[src/rtl/tff_updown_counter.sv]
// ---------------------------------------------------------------------------
// tff_updown_counter
//
// Synchronous up/down modulo counter built from T flip-flop stages. Every bit
// of q is a T stage: q[i] <= q[i] ^ t_vec[i]. The toggle vector is derived
// from the requested next count, so the T-stage form and the arithmetic
// next value always agree.
//
// Count range is 0..MODULUS-1. MODULUS need not be a power of two. When
// MODULUS equals 2**WIDTH the count toggles come from the classic
// prefix-AND ripple chain. Otherwise they come from q ^ q_next.
//
// Priority on each rising edge: rst > load > en.
//
// Parameters
//   WIDTH    counter width in bits (2..16)
//   MODULUS  number of count states (2..2**WIDTH)
//
// Ports
//   clk       rising-edge clock
//   rst       synchronous active-high reset (q=0, wrap=0)
//   en        count enable; q holds when 0
//   up        direction: 1 up, 0 down (only meaningful when en=1)
//   load      parallel load request (overrides en)
//   d         load value; values >= MODULUS saturate to MODULUS-1
//   clr_wrap  clears the sticky wrap flag
//   q         registered count
//   t_vec     combinational per-bit toggle vector (q ^ q_next)
//   tc        combinational terminal count: the coming edge wraps
//   wrap      registered sticky flag, set on any wrap-around
// ---------------------------------------------------------------------------
module tff_updown_counter #(
    parameter int WIDTH   = 4,
    parameter int MODULUS = 16
) (
    input  logic             clk,
    input  logic             rst,
    input  logic             en,
    input  logic             up,
    input  logic             load,
    input  logic [WIDTH-1:0] d,
    input  logic             clr_wrap,
    output logic [WIDTH-1:0] q,
    output logic [WIDTH-1:0] t_vec,
    output logic             tc,
    output logic             wrap
);

    localparam logic [WIDTH-1:0] MAX_VAL    = WIDTH'(MODULUS - 1);
    localparam bit               FULL_RANGE = (MODULUS == (1 << WIDTH));

    // Terminal-count detection at WIDTH bits.
    logic at_top;
    logic at_bottom;

    assign at_top    = (q == MAX_VAL);
    assign at_bottom = (q == '0);

    // tc doubles as the wrap event: it is only true when the next edge
    // performs a count (not a load) that crosses the modulus boundary.
    assign tc = en & ~load & ((up & at_top) | (~up & at_bottom));

    // Load value with saturation to the top of the count range.
    logic [WIDTH-1:0] load_val;

    assign load_val = (d > MAX_VAL) ? MAX_VAL : d;

    // Toggle vector for a counting edge (zero when en=0).
    logic [WIDTH-1:0] t_count;

    generate
        if (FULL_RANGE) begin : g_pow2
            // Full binary range: stage i toggles when all lower stages are 1
            // (up) or all are 0 (down). Wrap-around falls out naturally.
            logic [WIDTH-1:0] up_chain;
            logic [WIDTH-1:0] dn_chain;

            always_comb begin
                up_chain    = '0;
                dn_chain    = '0;
                up_chain[0] = 1'b1;
                dn_chain[0] = 1'b1;
                for (int i = 1; i < WIDTH; i++) begin
                    up_chain[i] = up_chain[i-1] & q[i-1];
                    dn_chain[i] = dn_chain[i-1] & ~q[i-1];
                end
            end

            assign t_count = en ? (up ? up_chain : dn_chain) : '0;
        end else begin : g_mod
            // Truncated range: compute the arithmetic next value one bit
            // wider so the compare against MODULUS and the borrow out of
            // zero are both visible, then convert to toggles.
            logic [WIDTH:0]   inc_w;
            logic [WIDTH:0]   dec_w;
            logic [WIDTH-1:0] count_next;

            assign inc_w = {1'b0, q} + (WIDTH+1)'(1);
            assign dec_w = {1'b0, q} - (WIDTH+1)'(1);

            always_comb begin
                count_next = q;
                if (up) begin
                    if (inc_w == (WIDTH+1)'(MODULUS)) begin
                        count_next = '0;
                    end else begin
                        count_next = inc_w[WIDTH-1:0];
                    end
                end else begin
                    // dec_w[WIDTH] is the borrow: q was zero.
                    if (dec_w[WIDTH]) begin
                        count_next = MAX_VAL;
                    end else begin
                        count_next = dec_w[WIDTH-1:0];
                    end
                end
            end

            assign t_count = en ? (q ^ count_next) : '0;
        end
    endgenerate

    // A load is also expressed as toggles so every edge goes through the
    // same T-stage update.
    assign t_vec = load ? (q ^ load_val) : t_count;

    always_ff @(posedge clk) begin
        if (rst) begin
            q    <= '0;
            wrap <= 1'b0;
        end else begin
            q <= q ^ t_vec;
            // Set wins over clear when both happen on one edge.
            if (tc) begin
                wrap <= 1'b1;
            end else if (clr_wrap) begin
                wrap <= 1'b0;
            end
        end
    end

endmodule
[config.mk]
export PLATFORM = sky130hd
export DESIGN_NAME = tff_updown_counter
export DESIGN_NICKNAME = d
export VERILOG_FILES = /design/src/rtl/tff_updown_counter.sv
export SDC_FILE = /design/constraint.sdc
export NUM_CORES = 1
export LEC_CHECK = 0
export ABC_AREA = 1
export BUFFER_PORTS_ARGS = -buffer_cell sky130_fd_sc_hd__buf_2
export CORE_AREA = 10 10 47 49
export DETAILED_ROUTE_END_ITERATION = 16
export DIE_AREA = 0 0 57 59
export SYNTH_ARGS = -nofsm -noshare
export SYNTH_HDL_FRONTEND = slang
export SYNTH_SLANG_ARGS = --single-unit
[constraint.sdc]
create_clock -name clk -period 2.8 [get_ports clk]
set_clock_uncertainty 0.1 [all_clocks]
set_input_delay 0 -clock clk [delete_from_list [all_inputs] [get_ports clk]]
set_output_delay 0 -clock clk [all_outputs]
set_load 0.01 [all_outputs]
==> results.py, run 1 <==
metrics = {
    "run_status": {
        "status": "completed",
    },
    "placement": {
        "gp_congestion": 0.7946,
        "portBuffers": 19,
        "dp.cells": 106,
        "hpwl_um": 883.6,
    },
    "clock_network": {
        "root_buffer": "clkbuf_4",
        "cts_tree": "yes",
        "clk_pin_slew_ns": 0.05,
        "numCtsBuffers": 3,
        "cts_resized": 0,
        "cts.htree.levels": 1,
        "cts_sinks": 5,
        "clock_path_buffers": 2,
        "clkLatencyLatePin_ns": 0.25,
    },
    "critical_path": {
        "start_kind": "flop",
        "worstPathMaxFanout": 8,
        "critPathRequiredTime_ns": 2.70,
        "endpoint_kind": "output pin",
        "cp.arrival_ns": 1.22,
        "critical_path_class": "flop to output pin",
    },
    "route": {
        "wirelength_um": 1066,
        "wl_met3_um": 83,
        "postRouteAntennaNets": 0,
        "wl_met1_um": 504,
        "met2_length_um": 468,
        "dr.pass1.iters": 3,
        "first_iter_violations": 8,
        "routed.top_layer": "met4",
        "routedWlPerCell_um": 9.518,
        "drc": 0,
        "vias": 468,
        "via_per_inst": 4.179,
    },
    "job": {
        "maxCapViolations": 0,
    },
    "global_route": {
        "antenna_found_initial": 0,
        "grt_pass1_wl_um": 1745,
        "grt_max_degree": 9,
        "grt-ovfl-total": 0,
        "grt_use_total_pct": 6.701,
        "grt_pass1_vias": 438,
    },
    "finish": {
        "diodes": 0,
        "syn2layout_area_growth_pct": 43.48,
        "stdcell_count": 112,
        "postLayoutCoreUtil_pct": 38.30,
        "fin_nets": 107,
        "fillers": 170,
        "drive_gt1_share_pct": 30.21,
    },
    "sta": {
        "tightest_slew_ns": 0.2437,
        "rsz0062_at_grt": "no",
        "final_max_slew_viol_count": 0,
        "fin_setup_tns_ns": 0,
        "period_needed_ns": 1.320,
        "finalSetupViolations": 0,
        "min_period_over_period_pct": 47.14,
        "hold_viol": 0,
        "max_freq_mhz": 757.6,
        "slew_headroom_pct": 83.73,
    },
    "synth": {
        "synth_cell_type_count": 11,
        "syn_avg_cell_area_um2": 5.269,
        "ys_seq_area_share_pct": 26.76,
        "ys_ff_latch": 5,
        "synth_cells": 71,
        "yosys_warnings": 0,
        "syn-num-nets": 81,
        "syn-cell-area_um2": 374.1,
    },
    "floorplanning": {
        "die_x_um": 57,
        "die_y_um": 59,
        "rows": 14,
        "ios": 20,
        "dieArea_um2": 3363,
        "core_um2": 1401,
        "start_util_pct": 26.70,
    },
    "pwr": {
        "p_per_area_nw_per_um2": 477.5,
        "p_leak_nw": 0.3317,
        "power.total_mw": 0.2563,
        "ir_drop_v": 0.0002724,
    },
    "min_path": {
        "worstHoldPathType": "primary input to flop",
    },
}
## synthesized netlist by cell type (all sizes together)
cell | n | area share, %
a21oi | 4 | 6.4
dfxtp | 5 | 27
o21ai | 1 | 2.3
inv | 13 | 13
nand2 | 29 | 30
nand3 | 6 | 8.0
nor2 | 13 | 14
## final timing paths
kind / startpoint / to / slack [ns] / cells past startpoint
setup / recovery: q[0] / tc / 1.48 / 7
hold / removal: d[0] / q[0] / 0.04 / 5
setup reg to reg: q[0] / q[3] / 1.63 / 7
hold reg to reg: wrap / wrap / 0.37 / 2
## state kept, by name, indices dropped and copies added (netlist names)
register	flops
q	4
wrap	1
## final cells by class
class                   instances  area, um2  share of cell area [%]
flip-flops and latches          5      100.1                   18.65
inverters                      13      48.80                   9.091
clock buffers                   3      22.52                   4.196
multi-input cells              53      225.2                   41.96
well taps                      16      20.02                   3.730
repair buffers                 21      115.1                   21.45
clock inverters                 1      5.005                  0.9324
## metal layers
layer	vias up	track usage, %
met5	-	0
met3	2	4.721
met4	0	4.027
met1	190	7.015
li1	262	-
met2	14	9.612
## per-stage QoR
stage / instance area [um2] / hold slack, ns / setup WS (ns)
floorplan: 374.1 / -0.03756 / 1.595
global placement: 489.2 / 0.1145 / 1.662
detailed placement: 489.2 / 0.1201 / 1.623
CTS: 536.8 / 0.03276 / 1.457
global route: 536.8 / 0.07066 / 1.324
finish: 536.8 / 0.03981 / 1.480
## layout by cell type (no fill, tap or decap)
cell / count
o21ai_2: 1
nor2_2: 1
a21oi_2: 1
nor2_1: 12
nand2_1: 28
dfxtp_1: 5
inv_2: 2
a21oi_1: 3
clkinv_2: 1
nand3_1: 6
nand2_2: 1
clkbuf_4: 3
dlygate4sd3_1: 2
buf_2: 19
inv_1: 11
## kinds of logic (layout without fill, tap and decap cells)
kind of cell / count (synthesis) / in the layout / synth area share (%)
buf+inv: 13 / 38 / 13.04
simple gates: 48 / 48 / 51.51
compound gates: 5 / 5 / 8.695
flops: 5 / 5 / 26.76
## worst max-delay path, cell delays in order, from the launching register on
cell	delay, ns
dfxtp_1	0.45
nand2_2	0.08
inv_1	0.06
nand2_1	0.05
nand2_1	0.05
nand3_1	0.09
inv_1	0.07
buf_2	0.12
## where the power goes
part	total [mW]	internal [mW]	switching [mW]
Combinational	0.0810	0.0345	0.0465
Clock	0.0854	0.0519	0.0335
Sequential	0.0900	0.0789	0.0110
## what timing repair did
action,in CTS,in global routing
hold buffers,2,0
buffers inserted,0,0
endpoints found under the hold margin,5,0
Power figures use the tool's default switching activity.
==> run 2: changes to the inputs <==
==> constraint.sdc (replaced) <==
create_clock -name clk -period 1.25 [get_ports clk]
set_clock_uncertainty 0.1 [all_clocks]
set_input_delay 0 -clock clk [delete_from_list [all_inputs] [get_ports clk]]
set_output_delay 0 -clock clk [all_outputs]
set_load 0.01 [all_outputs]
==> results.py, run 2 (synthesis results as in run 1) <==
metrics = {
    "clock_network": {
        "cts_sinks": 5,
        "clkLatencyLatePin_ns": 0.25,
        "clock_path_buffers": 2,
        "cts.htree.levels": 1,
        "clk_pin_slew_ns": 0.05,
        "root_buffer": "clkbuf_4",
        "numCtsBuffers": 3,
        "cts_tree": "yes",
    },
    "critical_path": {
        "crit_family": "flip-flops",
        "cpMostUsedCell": "nand2_1",
        "cpPeakStageDelay_ns": 0.40,
        "endpoint_kind": "output pin",
        "path_buf_inv": 1,
        "worstPathMaxFanout": 8,
        "r2r_slack_ns": 0.10,
        "critical_path_class": "flop to output pin",
        "cp.arrival_ns": 1.14,
        "crit_chain": "nand2_4 -> nand2_1 -> nand2_1 -> o21ai_2 -> buf_2",
        "crit_slowest_cell": "dfxtp_4",
        "start_kind": "flop",
        "critPathRequiredTime_ns": 1.15,
    },
    "pwr": {
        "p_leak_nw": 0.3495,
        "ir_drop_v": 0.0006127,
        "switching_power_mw": 0.2239,
        "p_per_area_nw_per_um2": 1029,
        "p_sw_share_pct": 36.60,
        "p_int_mw": 0.3878,
        "pwr-share-clk_pct": 31.5,
        "pwr-share-comb_pct": 34.0,
        "p_seq_share_pct": 34.5,
    },
    "finish": {
        "fillers": 165,
        "syn2layout_area_growth_pct": 58.86,
        "fin_nets": 108,
        "top_register": "q",
        "postLayoutCoreUtil_pct": 42.41,
        "diodes": 0,
        "drive_gt1_share_pct": 44.33,
        "final_common_cell": "nand2_1",
        "reg_top3": "q: 4 flops, wrap: 1 flops",
        "mostFrequentLayoutCells": "22 x nand2_1, 18 x buf_2, 11 x nor2_1",
        "design_area_um2": 594.3,
        "largest_reg_flops": 4,
        "stdcell_count": 113,
    },
    "floorplanning": {
        "core_um2": 1401,
        "die_y_um": 59,
        "die_x_um": 57,
        "rows": 14,
        "ios": 20,
        "dieArea_um2": 3363,
        "start_util_pct": 26.70,
    },
    "route": {
        "postRouteAntennaNets": 0,
        "met2_length_um": 536,
        "vias": 491,
        "routedWlPerCell_um": 10.18,
        "first_iter_violations": 8,
        "via_per_inst": 4.345,
        "wirelength_um": 1150,
        "wl_met1_um": 511,
        "wl_met3_um": 84,
        "drc": 0,
        "routed.top_layer": "met4",
        "dr.pass1.iters": 4,
    },
    "placement": {
        "hpwl_um": 883.6,
        "dp.cells": 106,
        "gp_congestion": 0.7947,
        "portBuffers": 19,
        "dp_slack_ns": 0.07311,
        "dpl_cell_area_um2": 489.2,
    },
    "sta": {
        "fin_setup_tns_ns": 0,
        "hold_viol": 0,
        "finalSetupViolations": 0,
        "period_needed_ns": 1.239,
        "rsz0062_at_grt": "yes",
        "min_period_over_period_pct": 99.14,
        "max_freq_mhz": 806.9,
        "tightest_slew_ns": 0.2734,
        "final_max_slew_viol_count": 0,
        "setup_ws_ns": 0.01075,
        "slew_headroom_pct": 81.75,
    },
    "global_route": {
        "grt_max_degree": 9,
        "grt-ovfl-total": 0,
        "grt_use_total_pct": 6.831,
        "antenna_found_initial": 0,
        "grt_pass1_vias": 455,
        "grt_pass1_wl_um": 1787,
    },
    "job": {
        "maxCapViolations": 0,
    },
    "min_path": {
        "worstHoldPathType": "primary input to flop",
    },
    "run_status": {
        "status": "completed",
    },
}
-- run 2: cell types whose count changed in the layout (fill, tap and decap cells not counted), moves of 2 or more --
| cell | before | now |
|---|---|---|
| dfxtp_1 | 5 | 2 |
| dfxtp_4 | 0 | 3 |
| inv_1 | 11 | 9 |
| inv_2 | 2 | 4 |
| nand2_1 | 28 | 22 |
| nand2_2 | 1 | 6 |
-- run 2: power groups by stage --
stage | clock network (mW) | registers (mW) | logic (mW)
final | 0.193 | 0.211 | 0.208
after floorplan | 0 | 0.209 | 0.104
after detailed placement | 0 | 0.205 | 0.180
after global placement | 0 | 0.203 | 0.178
after CTS | 0.201 | 0.207 | 0.192
after global routing | 0.219 | 0.215 | 0.235
-- run 2: timing repair --
action / 4_1_cts / 5_1_grt
buffers inserted: 0 / 1
endpoints found under the hold margin: 5 / 0
gates resized for setup: 8 / 11
pin swaps: 0 / 4
hold buffers: 2 / 0
endpoints found under the setup margin: 4 / 4
-- run 2: layer usage --
metal,track usage [%],vias up
met4,4.027,0
met1,7.015,205
met5,0,-
met2,10.08,15
met3,4.721,4
li1,-,267
-- run 2: path summary, 6_finish.rpt --
check | endpoint | cells past startpoint | from
hold / removal | q[0] | 5 | d[0]
setup reg to reg | q[1] | 7 | q[0]
setup / recovery | t_vec[2] | 5 | q[0]
hold reg to reg | wrap | 2 | wrap
-- run 2: area by class of cell --
class | instances | area [um2] | area share [%]
multi-input cells | 53 | 257.7 | 43.37
repair buffers | 22 | 128.9 | 21.68
flip-flops and latches | 5 | 111.4 | 18.74
inverters | 13 | 48.80 | 8.211
clock buffers | 3 | 22.52 | 3.789
well taps | 16 | 20.02 | 3.368
clock inverters | 1 | 5.005 | 0.8421
-- run 2: worst reg2reg max path, delay by kind of cell (launching register included) --
| kind | cells | cell delay (ns) |
|---|---|---|
| flip-flops | 1 | 0.40 |
| AO/OA/AOI/OAI | 1 | 0.10 |
| AND/OR/NAND/NOR | 4 | 0.31 |
| buffers and inverters | 2 | 0.17 |
-- run 2: metrics by stage --
stage,power [mW],hold WS [ns]
after detailed placement,0.3850,0.1201
after global routing,0.6691,0.06027
after global placement,0.3814,0.1145
after CTS,0.5998,0.02373
final,0.6116,0.02824
after floorplan,0.3128,-0.03756
